<file path="config.mk">
export PLATFORM = sky130hd
export DESIGN_NAME = comparator_sort_ctrl
export DESIGN_NICKNAME = d
export VERILOG_FILES = /design/src/rtl/comparator_sort_ctrl.sv
export SDC_FILE = /design/constraint.sdc
export NUM_CORES = 1
export LEC_CHECK = 0
export BUFFER_PORTS_ARGS = -buffer_cell sky130_fd_sc_hd__buf_2
export CORE_UTILIZATION = 35
export CTS_BUF_LIST = sky130_fd_sc_hd__clkbuf_8
export DETAILED_ROUTE_END_ITERATION = 10
export HOLD_SLACK_MARGIN = 0.12
export PLACE_DENSITY_LB_ADDON = 0.05
export SYNTH_ARGS = -nofsm -noshare
export SYNTH_HDL_FRONTEND = slang
export SYNTH_SLANG_ARGS = --single-unit
</file>
<file path="constraint.sdc">
create_clock -name clk -period 5.6 [get_ports clk]
set_input_delay 0.28 -clock clk [delete_from_list [all_inputs] [get_ports clk]]
set_output_delay 0.28 -clock clk [all_outputs]
set_load 0.01 [all_outputs]
</file>
<file path="src/rtl/comparator_sort_ctrl.sv">
// Burst bubble-sort engine: load up to DEPTH words, sort in place, stream out ascending.
// Optional SORT_EARLY_EXIT_EN ends the sort after the first pass with no swap.
module comparator_sort_ctrl #(
    parameter int WIDTH = 8,
    parameter int DEPTH = 8
) (
    input  logic             clk,
    input  logic             rst_n,
    input  logic             in_valid,
    output logic             in_ready,
    input  logic [WIDTH-1:0] in_data,
    input  logic             in_last,
    output logic             out_valid,
    input  logic             out_ready,
    output logic [WIDTH-1:0] out_data,
    output logic             out_last,
    output logic             busy
);
    localparam int AW = (DEPTH > 1) ? $clog2(DEPTH) : 1;
    localparam int CW = $clog2(DEPTH + 1);

    typedef enum logic [1:0] {
        LOAD,
        SORT,
        UNLOAD
    } state_e;

    state_e           state_q;
    logic [CW-1:0]    n_q;
    logic [CW-1:0]    p_q;
    logic [AW-1:0]    i_q;
    logic [AW-1:0]    k_q;
    logic             in_ready_q;
    logic             out_valid_q;
    logic             out_last_q;
    logic             busy_q;
    logic [WIDTH-1:0] out_data_q;
    logic [WIDTH-1:0] mem_q [DEPTH];
`ifdef SORT_EARLY_EXIT_EN
    logic             swapped_q;
`endif

    logic [AW-1:0]    ip1;
    logic [AW-1:0]    k_nxt;
    logic [WIDTH-1:0] cmp_a;
    logic [WIDTH-1:0] cmp_b;
    logic             a_bigger;
    logic             accept;
    logic             close;
    logic             swap;
    logic             pass_end;
    logic             sort_done;
    logic [CW-1:0]    n_inc;
    logic [CW-1:0]    pass_last;

    assign ip1       = i_q + AW'(1);
    assign k_nxt     = k_q + AW'(1);
    assign cmp_a     = mem_q[i_q];
    assign cmp_b     = mem_q[ip1];
    assign a_bigger  = cmp_a > cmp_b;
    assign accept    = (state_q == LOAD) && in_valid && in_ready_q;
    assign n_inc     = n_q + CW'(1);
    assign close     = accept && (in_last || (n_inc == CW'(DEPTH)));
    assign swap      = (state_q == SORT) && a_bigger;
    assign pass_last = n_q - CW'(2) - p_q;
    assign pass_end  = (CW'(i_q) == pass_last);

`ifdef SORT_EARLY_EXIT_EN
    assign sort_done = pass_end &&
                       ((p_q == n_q - CW'(2)) || !(swapped_q || a_bigger));
`else
    assign sort_done = pass_end && (p_q == n_q - CW'(2));
`endif

    // Buffer has no reset: its contents are only read after a load.
    always_ff @(posedge clk) begin
        if (accept) begin
            mem_q[n_q[AW-1:0]] <= in_data;
        end else if (swap) begin
            mem_q[i_q] <= cmp_b;
            mem_q[ip1] <= cmp_a;
        end
    end

    always_ff @(posedge clk or negedge rst_n) begin
        if (!rst_n) begin
            state_q     <= LOAD;
            n_q         <= '0;
            p_q         <= '0;
            i_q         <= '0;
            k_q         <= '0;
            in_ready_q  <= 1'b0;
            out_valid_q <= 1'b0;
            out_last_q  <= 1'b0;
            out_data_q  <= '0;
            busy_q      <= 1'b0;
`ifdef SORT_EARLY_EXIT_EN
            swapped_q   <= 1'b0;
`endif
        end else begin
            unique case (state_q)
                LOAD: begin
                    in_ready_q <= 1'b1;
                    if (accept) begin
                        n_q <= n_inc;
                        if (close) begin
                            in_ready_q <= 1'b0;
                            busy_q     <= 1'b1;
                            p_q        <= '0;
                            i_q        <= '0;
`ifdef SORT_EARLY_EXIT_EN
                            swapped_q  <= 1'b0;
`endif
                            state_q    <= (n_inc == CW'(1)) ? UNLOAD : SORT;
                        end
                    end
                end
                SORT: begin
`ifdef SORT_EARLY_EXIT_EN
                    swapped_q <= pass_end ? 1'b0 : (swapped_q | a_bigger);
`endif
                    if (sort_done) begin
                        state_q <= UNLOAD;
                    end else if (pass_end) begin
                        p_q <= p_q + CW'(1);
                        i_q <= '0;
                    end else begin
                        i_q <= ip1;
                    end
                end
                UNLOAD: begin
                    // First UNLOAD cycle primes the output register.
                    if (!out_valid_q) begin
                        out_valid_q <= 1'b1;
                        out_data_q  <= mem_q[0];
                        out_last_q  <= (n_q == CW'(1));
                        k_q         <= '0;
                    end else if (out_ready) begin
                        if (out_last_q) begin
                            out_valid_q <= 1'b0;
                            out_last_q  <= 1'b0;
                            n_q         <= '0;
                            busy_q      <= 1'b0;
                            state_q     <= LOAD;
                        end else begin
                            k_q        <= k_nxt;
                            out_data_q <= mem_q[k_nxt];
                            out_last_q <= (CW'(k_nxt) == n_q - CW'(1));
                        end
                    end
                end
                default: state_q <= LOAD;
            endcase
        end
    end

    assign in_ready  = in_ready_q;
    assign out_valid = out_valid_q;
    assign out_data  = out_data_q;
    assign out_last  = out_last_q;
    assign busy      = busy_q;

endmodule
</file>
* Yosys cells after proc, flatten, opt, wreduce, memory -nomap -nowiden
Memory sizes are Yosys's and may differ from the RTL's.
Cells that the tools add are included.
Widths: inputs -> output; s select.
** Storage, ports and cells
- Input port bits :: 13
- Bits in writable memories :: 64
- Memories kept :: 1
- Flip-flop bits (word level) :: 28
** Cells by class
- Eq/ne operators :: 18
- Reduce and logical (&&, ||, !) cells :: 17
- Add/subtract/negate cells :: 7
- $lt $le $gt $ge :: 1
- Mux-type cells :: 51
** Memory list
- mem_q :: depth 8, bits a word 8, rd ports 4, clocked after memory_dff 0, wr ports 2, RTL line 38 : logic [WIDTH-1:0] mem_q [DEPTH];
** Operators by type and width (count)
- $mux 4 :: 8
- $mux 8 :: 4
- $mux 3 :: 8
- $ne 2x2->1 const B :: 10
- $mux 1 :: 19
- $pmux 4 s2 :: 2
- $mux 2 :: 7
- $reduce_and 6->1 :: 2
- $reduce_and 5->1 :: 2
- $add 4x1->4 const B :: 2
- $eq 3x4->1 :: 2
- $eq 4x1->1 const B :: 2
- $gt 8x8->1 :: 1
- $reduce_or 8->1 :: 1
- $add 3x1->3 const B :: 2
- $pmux 2 s3 :: 1
- $pmux 3 s2 :: 1
- $logic_and 1x1->1 :: 5
- $eq 4x4->1 :: 1
- $eq 4x4->1 const B :: 1
- $reduce_and 4->1 :: 1
- $reduce_bool 2->1 :: 2
- $sub 4x1->4 const B :: 1
- $sub 4x2->4 const B :: 1
- other kinds (8) :: 8

* Longest topological paths before layout
Gate-level depths: netlist of run 1.
An unclocked memory read counts as a cell.
- Word-level depth :: 9
- Mapped depth :: 14
- Depth with buffers taken out :: 11

* Worst setup path before layout of run 1
OpenSTA, ideal clock, no wires.
- Path kind :: register -> register
- From :: register i_q[1]
- To :: memory mem_q[2][0], enable pin
- Path slack :: 1.504 ns
- Arrival time :: 3.762 ns
- Cell stages (with the launch flop) :: 15
- Clock period less this slack :: 4.096 ns
- Path buffers :: 4
- Required time :: 5.266 ns
- Path through :: dfrtp_1 ha_1 buf_2 buf_2 mux4_2 mux2_2 inv_1 ha_1 nand3_1 nor2_1 a221oi_1 o31a_1 buf_2 buf_1 a32o_1
** RTL lines
- start: declaration :: RTL line 31 : logic [AW-1:0] i_q;
- start signal: assignment :: RTL line 128 : i_q <= ip1;
- end: declaration :: RTL line 38

==> results of run 1 <==
## cell type report
class / count / area [sq um]
timing repair buffer: 45 / 293
multi-input combinational: 463 / 3970
tap: 260 / 325
clock inverter: 7 / 82.6
sequential: 92 / 2620
inverter: 28 / 105
fill: 1859 / 11400
clock buffer: 9 / 124
## how the worst max path moves through the flow
stage,from,to,cells past startpoint
floorplan,i_q[1]$_DFFE_PN0P_,mem_q[2][0]$_DFFE_PP_,14
global placement,i_q[0]$_DFFE_PN0P_,mem_q[6][5]$_DFFE_PP_,12
detailed placement,i_q[0]$_DFFE_PN0P_,mem_q[6][4]$_DFFE_PP_,12
CTS,i_q[0]$_DFFE_PN0P_,mem_q[6][4]$_DFFE_PP_,12
global route,i_q[0]$_DFFE_PN0P_,mem_q[6][4]$_DFFE_PP_,12
finish,i_q[0]$_DFFE_PN0P_,mem_q[6][4]$_DFFE_PP_,12
## power by group
part / switching, W / internal (W) / leakage (nW)
Clock: 0.000280 / 0.000214 / 0.0998
Sequential: 0.000146 / 0.000882 / 0.935
Combinational: 0.00118 / 0.000901 / 1.73
## per-stage QoR
stage | hold slack [ns] | utilization | std cells | power, W | setup WS (ns)
final | 0.308 | 0.397 | 904 | 0.00360 | 0.940
after CTS | 0.300 | 0.397 | 904 | 0.00363 | 0.838
after detailed placement | 0.362 | 0.386 | 887 | 0.00312 | 0.883
after global routing | 0.336 | 0.397 | 904 | 0.00391 | 0.623
after floorplan | -0.0156 | - | 622 | 0.00253 | 1.50
after global placement | 0.359 | 0.386 | 887 | 0.00312 | 1.04
## cell usage after synthesis (all sizes together), types with 2 or more instances
cell | count | share of area
or3 | 3 | 0.0027
mux4 | 48 | 0.16
and3 | 2 | 0.0018
ha | 20 | 0.036
nand3b | 2 | 0.0022
o211ai | 2 | 0.0022
nor2 | 45 | 0.025
mux2i | 35 | 0.051
mux2 | 56 | 0.092
a21oi | 40 | 0.029
nand2 | 70 | 0.038
o32ai | 2 | 0.0026
nand3 | 6 | 0.0044
xnor2 | 6 | 0.0076
xor2 | 7 | 0.0089
a31oi | 2 | 0.0018
clkbuf | 19 | 0.010
a32o | 9 | 0.013
nand2b | 3 | 0.0027
o31ai | 2 | 0.0042
inv | 28 | 0.015
a21o | 4 | 0.0044
o22ai | 2 | 0.0018
o21ai | 69 | 0.050
buf | 20 | 0.015
nor2b | 7 | 0.0064
xnor3 | 2 | 0.0066
dfrtp | 28 | 0.10
edfxtp | 64 | 0.28
## placed cells by master (no fill, tap or decap), drive strengths merged, types with 4 or more instances in the layout
| cell type | count |
|---|---|
| a21o | 4 |
| a21oi | 40 |
| a32o | 9 |
| buf | 44 |
| clkbuf | 9 |
| dfrtp | 28 |
| edfxtp | 64 |
| ha | 20 |
| inv | 31 |
| mux2 | 56 |
| mux2i | 35 |
| mux4 | 48 |
| nand2 | 70 |
| nand3 | 6 |
| nor2 | 45 |
| nor2b | 7 |
| o21ai | 69 |
| xnor2 | 6 |
| xor2 | 7 |
## flip-flops by register name, indices dropped and copies added (netlist names)
| register | flops |
|---|---|
| out_data | 8 |
| in_ready | 1 |
| state_q | 2 |
| busy | 1 |
| k_q | 3 |
| p_q | 4 |
| out_last | 1 |
| out_valid | 1 |
| n_q | 4 |
| mem_q | 64 |
| i_q | 3 |
## kinds of logic after synthesis
family / count (synthesis) / share of synthesized area
flops: 92 / 0.382
mux: 139 / 0.300
simple gates: 147 / 0.0929
xor+xnor: 15 / 0.0231
buf+inv: 67 / 0.0404
compound gates: 141 / 0.122
fa+ha+maj: 21 / 0.0393
## tightest hold or removal path: cells and delay by family
family | cells | cell delay, ns
AO/OA/AOI/OAI | 1 | 0.06
AND/OR/NAND/NOR | 2 | 0.23
buffers and inverters | 1 | 0.09
## layer usage
layer | vias up | GRT usage
li1 | 2385 | -
met1 | 2551 | 0.299
met2 | 158 | 0.326
met3 | 16 | 0.0340
met4 | 0 | 0.0464
met5 | - | 0
==> results.tsv, run 1 <==
stage	metric	value	unit
worst_hold_path	Hold Path End	state_q[1]$_DFFE_PN0P_	
route	WL met2	8940	um
logic_synthesis	Synth cell types	53	
worst_hold_path	hold path start	out_ready	
logic_synthesis	Syn Nets	656	
route	met3 WL	1070	um
power_and_ir_drop	leakage	2.76	nW
logic_synthesis	Synth warnings	0	
cells_and_area	Layout Nets	673	
die	chip width	142	um
clocking	cts hold-fix bufs	1	
timing	RSZ-0062 raised after global routing	no	
setup_path	crit end category	flip-flop	
die	die area	0.0202	sq mm
timing	Hold Fails Final Rpt	0	
placed_design	gpl congestion	0.816	
clocking	total setup buffers inserted after CTS	0	
worst_hold_path	HP Class	in2reg	
route	Pre-Repair DR Iteration Count	7	
clocking	clock root buffer master	clkbuf_8	
timing	setup_tns	0	ns
clocking	Max clock buf depth	2	
clocking	clk_lat worst skew	0.39	ns
setup_path	CP max stage delay	0.69	ns
setup_path	Critical Path RT	5.65	ns
setup_path	Top delay family on crit path	compound AO/OA/AOI/OAI gates	
grt	gr usage total	0.208	
grt	vias in the first global route	5083	
timing	clk_skew	0.0103	ns
die	Cell Rows	50	
clocking	clk slew on worst S/H paths	0.11	ns
timing	max-slew headroom at the worst pin	0.287	
die	die height	142	um
setup_path	largest fanout on the critical path	22	
setup_path	RR Endpoint	mem_q[6][4]$_DFFE_PP_	
logic_synthesis	Post-synth EDFFs	64	
setup_path	Worst Path Arrival	4.71	ns
placed_design	Port Buffers	24	
logic_synthesis	asr flop ratio synth	0.304	
clocking	cts bufs inserted	9	
route	final wirelength	19500	um
route	met1 WL	9250	um
timing	final setup vio count	0	
route	Top Layer Used	met4	
route	Avg Vias per Cell	5.65	
worst_hold_path	Hold Path Stages	4	
placed_design	dpl hpwl	14500	um
timing	Tcrit/Tclk final	0.832	
route	Final ANT Viol Nets	0	
timing	fmax	215	MHz
die	I/O pin cnt	25	
grt	Overflow after GRT	0	
power_and_ir_drop	Max IR drop VDD	145	uV
clocking	CTS tree	done	
setup_path	crit-path cells	ha_1, buf_4, mux4_2, mux2_2, inv_1, ha_1, nand3_1, nor2_1, a221oi_1, o31a_2, buf_4, a32o_1	
setup_path	CP bufs+invs	3	
setup_path	FF-to-FF path depth	12	
cells_and_area	antenna fix cells	0	
timing	max-slew violations	0	
logic_synthesis	Synth Cell Area	0.00687	sq mm
timing	worst-margin pin slew	1.06	ns
outcome	outcome	finished, final reports clean	
grt	largest net degree at the start of global routing	47	
cells_and_area	Final Cell Area	0.00752	sq mm
setup_path	r2r startpoint	i_q[0]$_DFFE_PN0P_	
grt	initial antenna violation count	0	
route	routed length per placed instance	21.5	um
setup_path	startpoint class of the critical path	flip-flop	
power_and_ir_drop	PwrDens	479	mW/mm^2
setup_path	Crit-path slowest cell	ha_1	
die	starting density of the core	0.362	
job	maxcap violations	0	
die	core area	0.0190	sq mm
setup_path	type of the worst setup path	reg2reg	
placed_design	DP Area	0.00731	sq mm
logic_synthesis	cell count after synthesis	622	
cells_and_area	share of cells above drive strength 1	0.264	
logic_synthesis	Synth Area per Inst	11.0	sq um
clocking	CTS sink cnt	92	
route	1st-iter DRT viols	423	
timing	post-route minimum period	4.66	ns
setup_path	worst reg2reg setup slack	0.94	ns
clocking	H-tree levels	3	
clocking	Post-CTS Resized	0	
logic_synthesis	Main synth FF type	edfxtp_1	
route	vias	5110	
logic_synthesis	FF+latch count, synth	92	
route	DRC	0	
cells_and_area	Layout area overhead	9.52	%
logic_synthesis	sequential area share after synthesis	0.382	
grt	first-pass GRT wire length	31000	um
(Power assumes the default switching activity.)
==> run 2, diff against run 1 <==
Settings changed: ABC_AREA from default to 1.
Clock period 5.6 ns to 4.6 ns, I/O delays scaled along.
==> run 2 against run 1 <==
- clock power increased by 23%
- critical path type unchanged
- critical endpoint is now mem_q[3][1]$_DFFE_PP_
- largest cell class unchanged
- sequential cell count unchanged
- synthesized cell count grew 47%
- worst hold slack got worse by 0.071 ns
- maximum frequency rose by 15%
- setup slack lost 0.40 ns
==> results.tsv, run 2 <==
stage	metric	value	unit	change
logic_synthesis	Post-synth top cells	254 x nand2_1, 177 x o21ai_0, 89 x inv_1, 67 x a21oi_1, 66 x nor2_1		
logic_synthesis	Synth Cell Area	0.00669	sq mm	-2.6%
clocking	clk_lat worst skew	0.39	ns	about the same
outcome	outcome	finished, final reports clean		
logic_synthesis	FF+latch count, synth	92		unchanged
timing	clk_skew	0.0138	ns	+0.00350 ns
setup_path	startpoint class of the critical path	flip-flop		
timing	setup_tns	0	ns	unchanged
logic_synthesis	Synth warnings	0		unchanged
route	Final ANT Viol Nets	0		unchanged
cells_and_area	Fillers	1976		+6.3%
route	Avg Vias per Cell	5.33		-5.8%
setup_path	CP bufs+invs	2		-1
power_and_ir_drop	Tot Pwr	0.00396	W	+10%
logic_synthesis	Yosys top cell by area	edfxtp_1		
placed_design	gpl congestion	0.968		+19%
setup_path	largest fanout on the critical path	15		-32%
power_and_ir_drop	leakage	3.11	nW	+13%
grt	largest net degree at the start of global routing	46		-2.1%
grt	Overflow after GRT	0		unchanged
logic_synthesis	cell count after synthesis	913		+47%
die	die area	0.0197	sq mm	-2.6%
timing	Tcrit/Tclk final	0.882		+0.0497
clocking	total setup buffers inserted after CTS	0		unchanged
worst_hold_path	Hold Path End	in_ready$_DFFE_PN0P_		
grt	initial antenna violation count	0		unchanged
setup_path	crit-path cells	ha_1, inv_1, nor2_4, inv_2, o21ai_0, nor2_1, ha_1, nand2_1, nor2_1, nand2_1, nand2_2, nand2_2, nand2_1, nand2_1, nor2_1, nand2_1, nand2_1		
placed_design	Port Buffers	24		unchanged
clocking	CTS tree	done		
logic_synthesis	Synth cell types	37		-30%
setup_path	Critical Path RT	4.66	ns	-0.99 ns
die	core area	0.0187	sq mm	-1.3%
clocking	Max clock buf depth	2		unchanged
die	I/O pin cnt	25		unchanged
power_and_ir_drop	PwrDens	543	mW/mm^2	+14%
timing	final setup vio count	0		unchanged
cells_and_area	Largest Register	mem_q		
timing	max-slew violations	0		unchanged
setup_path	type of the worst setup path	reg2reg		
logic_synthesis	synth top area cells	edfxtp_1 29%, nand2_1 14%, o21ai_0 13%		
clocking	clk slew on worst S/H paths	0.10	ns	about the same
grt	vias in the first global route	5855		+15%
timing	fmax	247	MHz	+15%
logic_synthesis	Post-synth EDFFs	64		unchanged
job	maxcap violations	0		unchanged
logic_synthesis	Main synth FF type	edfxtp_1		
logic_synthesis	cell with the most instances after synthesis	nand2_1		
logic_synthesis	asr flop ratio synth	0.304		unchanged
placed_design	dpl hpwl	18600	um	+28%
cells_and_area	share of cells above drive strength 1	0.109		-0.155
power_and_ir_drop	Max IR drop VDD	234	uV	+61%
clocking	H-tree levels	3		unchanged
die	chip width	140	um	-1.3%
timing	post-route minimum period	4.06	ns	-0.604 ns
logic_synthesis	sequential area share after synthesis	0.392		+0.0102
route	Pre-Repair DR Iteration Count	5		-2
cells_and_area	Layout area overhead	9.07	%	
cells_and_area	most frequent cells in the layout	254 x nand2_1, 177 x o21ai_0, 89 x inv_1, 67 x a21oi_1, 66 x nor2_1		
cells_and_area	antenna fix cells	0		unchanged
cells_and_area	multi-input logic area	0.00347	sq mm	-13%
worst_hold_path	HP Class	in2reg		
setup_path	FF-to-FF path depth	17		+5
setup_path	CP max stage delay	0.50	ns	-0.19 ns
placed_design	Placed Cells	1157		+30%
logic_synthesis	post-synth top area share	0.287		+0.00748
cells_and_area	FF+latch area	0.00262	sq mm	unchanged
route	DRC	0		unchanged
timing	Hold Fails Final Rpt	0		unchanged
cells_and_area	Layout Nets	969		+44%
setup_path	Crit-path slowest cell	dfrtp_2		
grt	gr usage total	0.251		+0.0437
setup_path	Top delay family on crit path	simple AND/OR/NAND/NOR gates		
setup_path	r2r startpoint	i_q[0]$_DFFE_PN0P_		
cells_and_area	fin cells	1174		+30%
logic_synthesis	Syn Nets	947		+44%
route	1st-iter DRT viols	564		+33%
logic_synthesis	Synth Area per Inst	7.33	sq um	-34%
route	vias	6253		+22%
timing	RSZ-0062 raised after global routing	no		
worst_hold_path	hold path start	in_last		
cells_and_area	max reg flops	64		unchanged
clocking	cts bufs inserted	9		unchanged
timing	worst-margin pin slew	0.803	ns	-0.262 ns
setup_path	worst reg2reg setup slack	0.54	ns	-0.40 ns
setup_path	crit end category	flip-flop		
route	routed length per placed instance	20.2	um	-6.3%
die	die height	140	um	-1.3%
die	Cell Rows	50		unchanged
cells_and_area	commonest non-fill, non-tap cell in the layout	nand2_1		
clocking	clock root buffer master	clkbuf_8		
clocking	CTS sink cnt	92		unchanged
route	final wirelength	23700	um	+22%
setup_path	crit-path most repeated cell	nand2_1		
setup_path	Worst Path Arrival	4.12	ns	-0.59 ns
die	starting density of the core	0.358		-0.00472
setup_path	RR Endpoint	mem_q[3][1]$_DFFE_PP_		
worst_hold_path	Hold Path Stages	4		unchanged
timing	max-slew headroom at the worst pin	0.464		+0.177
grt	first-pass GRT wire length	36100	um	+16%
run 2: worst register-to-register path: stages, from the launching register on:
cell and delay, ns:
dfrtp_2 0.50, ha_1 0.47, inv_1 0.16, nor2_4 0.25, inv_2 0.14, o21ai_0 0.16
nor2_1 0.11, ha_1 0.30, nand2_1 0.05, nor2_1 0.21, nand2_1 0.10, nand2_2 0.19
nand2_2 0.22, nand2_1 0.11, nand2_1 0.05, nor2_1 0.29, nand2_1 0.12, nand2_1 0.30
run 2: power breakdown:
group          internal [W]  switching (W)
combinational      0.000507        0.00133
clock              0.000266       0.000343
sequential          0.00133       0.000196
run 2: final cells by class:
type	instances	share of cell area
well taps	234	0.0401
flip-flops and latches	92	0.360
clock inverters	7	0.0129
multi-input cells	683	0.475
repair buffers	52	0.0456
clock buffers	9	0.0170
inverters	97	0.0499
run 2: worst max-delay path by stage:
stage / startpoint / to / slack [ns] / cells after the start
3_3_place_gp: i_q[0]$_DFFE_PN0P_ / mem_q[3][7]$_DFFE_PP_ / 0.53 / 17
6_report: i_q[0]$_DFFE_PN0P_ / mem_q[3][1]$_DFFE_PP_ / 0.54 / 17
3_5_place_dp: i_q[0]$_DFFE_PN0P_ / mem_q[3][5]$_DFFE_PP_ / 0.52 / 17
2_1_floorplan: i_q[0]$_DFFE_PN0P_ / mem_q[2][0]$_DFFE_PP_ / 1.38 / 18
4_1_cts: i_q[0]$_DFFE_PN0P_ / mem_q[3][1]$_DFFE_PP_ / 0.51 / 17
5_1_grt: i_q[0]$_DFFE_PN0P_ / mem_q[3][1]$_DFFE_PP_ / 0.14 / 17
run 2: layer usage:
metal,vias to the layer above,track usage,part of all wire,wire length (um)
met2,210,0.401,0.45,10700
met5,-,0,0,0
li1,3094,-,-,-
met1,2916,0.351,0.48,11300
met4,0,0.0816,0.025,582
met3,33,0.0332,0.047,1110
run 2: per-stage QoR:
step | cell area [sq um] | util | worst slack, ns | hold WS (ns)
after global placement | 7070 | 0.378 | 0.534 | 0.291
after CTS | 7300 | 0.390 | 0.510 | 0.227
after detailed placement | 7070 | 0.378 | 0.519 | 0.297
final | 7300 | 0.390 | 0.544 | 0.237
after floorplan | 6690 | - | 1.38 | -0.0656
after global routing | 7300 | 0.390 | 0.136 | 0.272
run 2: logic make-up after synthesis:
| group | after synthesis | share of synthesized area |
|---|---|---|
| simple gates | 366 | 0.232 |
| compound gates | 286 | 0.232 |
| buf+inv | 138 | 0.0899 |
| flops | 92 | 0.392 |
| fa+ha+maj | 21 | 0.0404 |
| xor+xnor | 10 | 0.0131 |
run 2: repair_timing:
item,4_1_cts,5_1_grt
hold buffers,1,0
hold endpoints to repair,28,0
resized for setup,0,0
setup endpoints to repair,0,0
==> run 3, diff against run 2 <==
Settings changed: CTS_CLUSTER_SIZE from default to 30, PLACE_DENSITY from default to 0.52, PLACE_DENSITY_LB_ADDON 0.05 to default.
==> run 3 against run 2 <==
- final cell count shrank 0.94%
- die area is the same
- final area shrank 1.5%
- via count shrank 1.0%
- routed wire length shrank 3.3%
==> results.tsv, run 3 (synthesized netlist as in run 2, its figures left out) <==
stage	metric	value	unit	change
route	routed length per placed instance	19.7	um	-2.4%
grt	Overflow after GRT	0		unchanged
cells_and_area	Largest Register	mem_q		
timing	RSZ-0062 raised after global routing	no		
clocking	CTS tree	done		
setup_path	CP max stage delay	0.61	ns	+0.11 ns
cells_and_area	Layout area overhead	7.46	%	
timing	clk_skew	0.0153	ns	+0.00150 ns
die	die area	0.0197	sq mm	unchanged
clocking	cts bufs inserted	9		unchanged
power_and_ir_drop	Combinational Power Share	0.448		-0.014
grt	vias in the first global route	5552		-5.2%
power_and_ir_drop	Switching Fraction	0.480		+0.0101
placed_design	Port Buffers	24		unchanged
die	I/O pin cnt	25		unchanged
clocking	clk slew on worst S/H paths	0.11	ns	about the same
cells_and_area	Layout Nets	958		-1.1%
timing	setup_tns	0	ns	unchanged
power_and_ir_drop	sequential share of power	0.400		+0.016
clocking	CTS sink cnt	92		unchanged
route	Pre-Repair DR Iteration Count	5		unchanged
route	vias	6190		-1.0%
setup_path	Crit-path slowest cell	dfrtp_1		
timing	Tcrit/Tclk final	0.886		+0.00439
job	maxcap violations	0		unchanged
setup_path	CP bufs+invs	2		unchanged
power_and_ir_drop	Net Sw Power	0.00182	W	-2.4%
setup_path	Critical Path RT	4.68	ns	+0.02 ns
clocking	Max clock buf depth	2		unchanged
grt	gr usage total	0.241		-0.0104
grt	first-pass GRT wire length	34500	um	-4.4%
setup_path	type of the worst setup path	reg2reg		
cells_and_area	FF+latch area	0.00262	sq mm	unchanged
cells_and_area	fin cells	1163		-0.94%
timing	final setup vio count	0		unchanged
die	die height	140	um	unchanged
cells_and_area	share of cells above drive strength 1	0.0969		-0.0116
die	core area	0.0187	sq mm	unchanged
power_and_ir_drop	Internal Power	0.00197	W	-6.3%
die	Cell Rows	50		unchanged
cells_and_area	most frequent cells in the layout	254 x nand2_1, 177 x o21ai_0, 89 x inv_1, 67 x a21oi_1, 66 x nor2_1		
power_and_ir_drop	PwrDens	527	mW/mm^2	-3.0%
cells_and_area	Fillers	1993		+0.86%
route	Avg Vias per Cell	5.32		about the same
placed_design	gpl congestion	0.923		-4.7%
timing	Hold Fails Final Rpt	0		unchanged
setup_path	largest fanout on the critical path	15		unchanged
clocking	clk_lat worst skew	0.41	ns	+0.02 ns
cells_and_area	max reg flops	64		unchanged
setup_path	crit end category	flip-flop		
grt	initial antenna violation count	0		unchanged
outcome	outcome	finished, final reports clean		
route	1st-iter DRT viols	660		+17%
power_and_ir_drop	Max IR drop VDD	222	uV	-5.4%
setup_path	startpoint class of the critical path	flip-flop		
route	final wirelength	22900	um	-3.3%
power_and_ir_drop	Clock power frac	0.151		-0.003
timing	post-route minimum period	4.08	ns	+0.0202 ns
timing	fmax	245	MHz	-0.50%
placed_design	Placed Cells	1146		-0.95%
cells_and_area	multi-input logic area	0.00347	sq mm	unchanged
route	Final ANT Viol Nets	0		unchanged
worst_hold_path	HP Class	in2reg		
cells_and_area	antenna fix cells	0		unchanged
grt	largest net degree at the start of global routing	64		+39%
timing	max-slew violations	0		unchanged
setup_path	crit-path most repeated cell	nand2_1		
cells_and_area	commonest non-fill, non-tap cell in the layout	nand2_1		
clocking	Post-CTS Resized	0		unchanged
route	DRC	0		unchanged
power_and_ir_drop	Tot Pwr	0.00379	W	-4.5%
die	chip width	140	um	unchanged
clocking	H-tree levels	3		unchanged
power_and_ir_drop	leakage	3.05	nW	-2.0%
timing	worst-margin pin slew	0.704	ns	-0.0989 ns
setup_path	Top delay family on crit path	simple AND/OR/NAND/NOR gates		
die	starting density of the core	0.358		unchanged
timing	max-slew headroom at the worst pin	0.529		+0.0648
clocking	clock root buffer master	clkbuf_8		
setup_path	Worst Path Arrival	4.16	ns	+0.04 ns
setup_path	crit-path cells	inv_2, nand2_1, nand2_4, nor2_4, inv_2, o21ai_0, nor2_1, ha_1, nand2_1, nor2_1, a21oi_4, nand2_2, nand2_1, nand2_1, nor2_1, nand2_1, nand2_1		
placed_design	dpl hpwl	17000	um	-9.0%
[run 3: cell count changes in the layout (fill, tap and decap cells not counted)]
cell / delta
buf_4: -11
bufinv_16: -1
clkinv_1: +1
clkinvlp_4: -1
inv_6: +1
[run 3: area by class of cell]
type,instances,area share
Tap cell,234,0.0407
Clock inverter,7,0.00957
Sequential cell,92,0.365
Multi-Input combinational cell,683,0.482
Timing Repair Buffer,41,0.0348
Inverter,97,0.0506
Clock buffer,9,0.0172
[run 3: metal layers]
layer | part of all wire | GRT usage | up-vias
li1 | - | - | 3075
met1 | 0.48 | 0.355 | 2874
met2 | 0.43 | 0.361 | 216
met3 | 0.068 | 0.0342 | 25
met4 | 0.018 | 0.0752 | 0
met5 | 0 | 0 | -
[run 3: worst paths after layout]
path,startpoint,endpoint,slack [ns],depth (start not counted)
min reg2reg,busy$_DFFE_PN0P_,busy$_DFFE_PN0P_,0.47,2
max in group asynchronous,rst_n,i_q[0]$_DFFE_PN0P_,3.75,2
max reg2reg,i_q[2]$_DFFE_PN0P_,mem_q[7][0]$_DFFE_PP_,0.52,17
min,in_last,in_ready$_DFFE_PN0P_,0.22,4
min in group asynchronous,rst_n,in_ready$_DFFE_PN0P_,0.38,2
max,i_q[2]$_DFFE_PN0P_,mem_q[7][0]$_DFFE_PP_,0.52,17
[run 3: worst register-to-register path, cell delays in order, from the launching register on]
cell	delay, ns
dfrtp_1	0.61
inv_2	0.27
nand2_1	0.20
nand2_4	0.11
nor2_4	0.19
inv_2	0.10
o21ai_0	0.24
nor2_1	0.13
ha_1	0.31
nand2_1	0.09
nor2_1	0.08
a21oi_4	0.32
nand2_2	0.24
nand2_1	0.10
nand2_1	0.05
nor2_1	0.28
nand2_1	0.14
nand2_1	0.29
[run 3: power groups by stage]
stage	registers, W	clock network [W]	logic, W
5_1_grt	0.00153	0.000607	0.00187
4_1_cts	0.00150	0.000576	0.00169
2_1_floorplan	0.00141	0	0.00109
3_5_place_dp	0.00152	0	0.00168
6_report	0.00152	0.000574	0.00170
3_3_place_gp	0.00153	0	0.00168
[run 3: what timing repair did]
item	in CTS	in global routing
setup buffers	0	0
endpoints found under the hold margin	28	0
hold buffers	1	0
[run 3: per-stage QoR]
| stage | hold WS, ns | util | worst slack [ns] | instance area (sq um) |
|---|---|---|---|---|
| finish | 0.225 | 0.384 | 0.523 | 7190 |
| global route | 0.247 | 0.384 | 0.160 | 7190 |
| CTS | 0.221 | 0.384 | 0.527 | 7190 |
| detailed placement | 0.305 | 0.374 | 0.546 | 6990 |
| global placement | 0.304 | 0.374 | 0.563 | 6990 |
| floorplan | -0.0656 | - | 1.38 | 6690 |
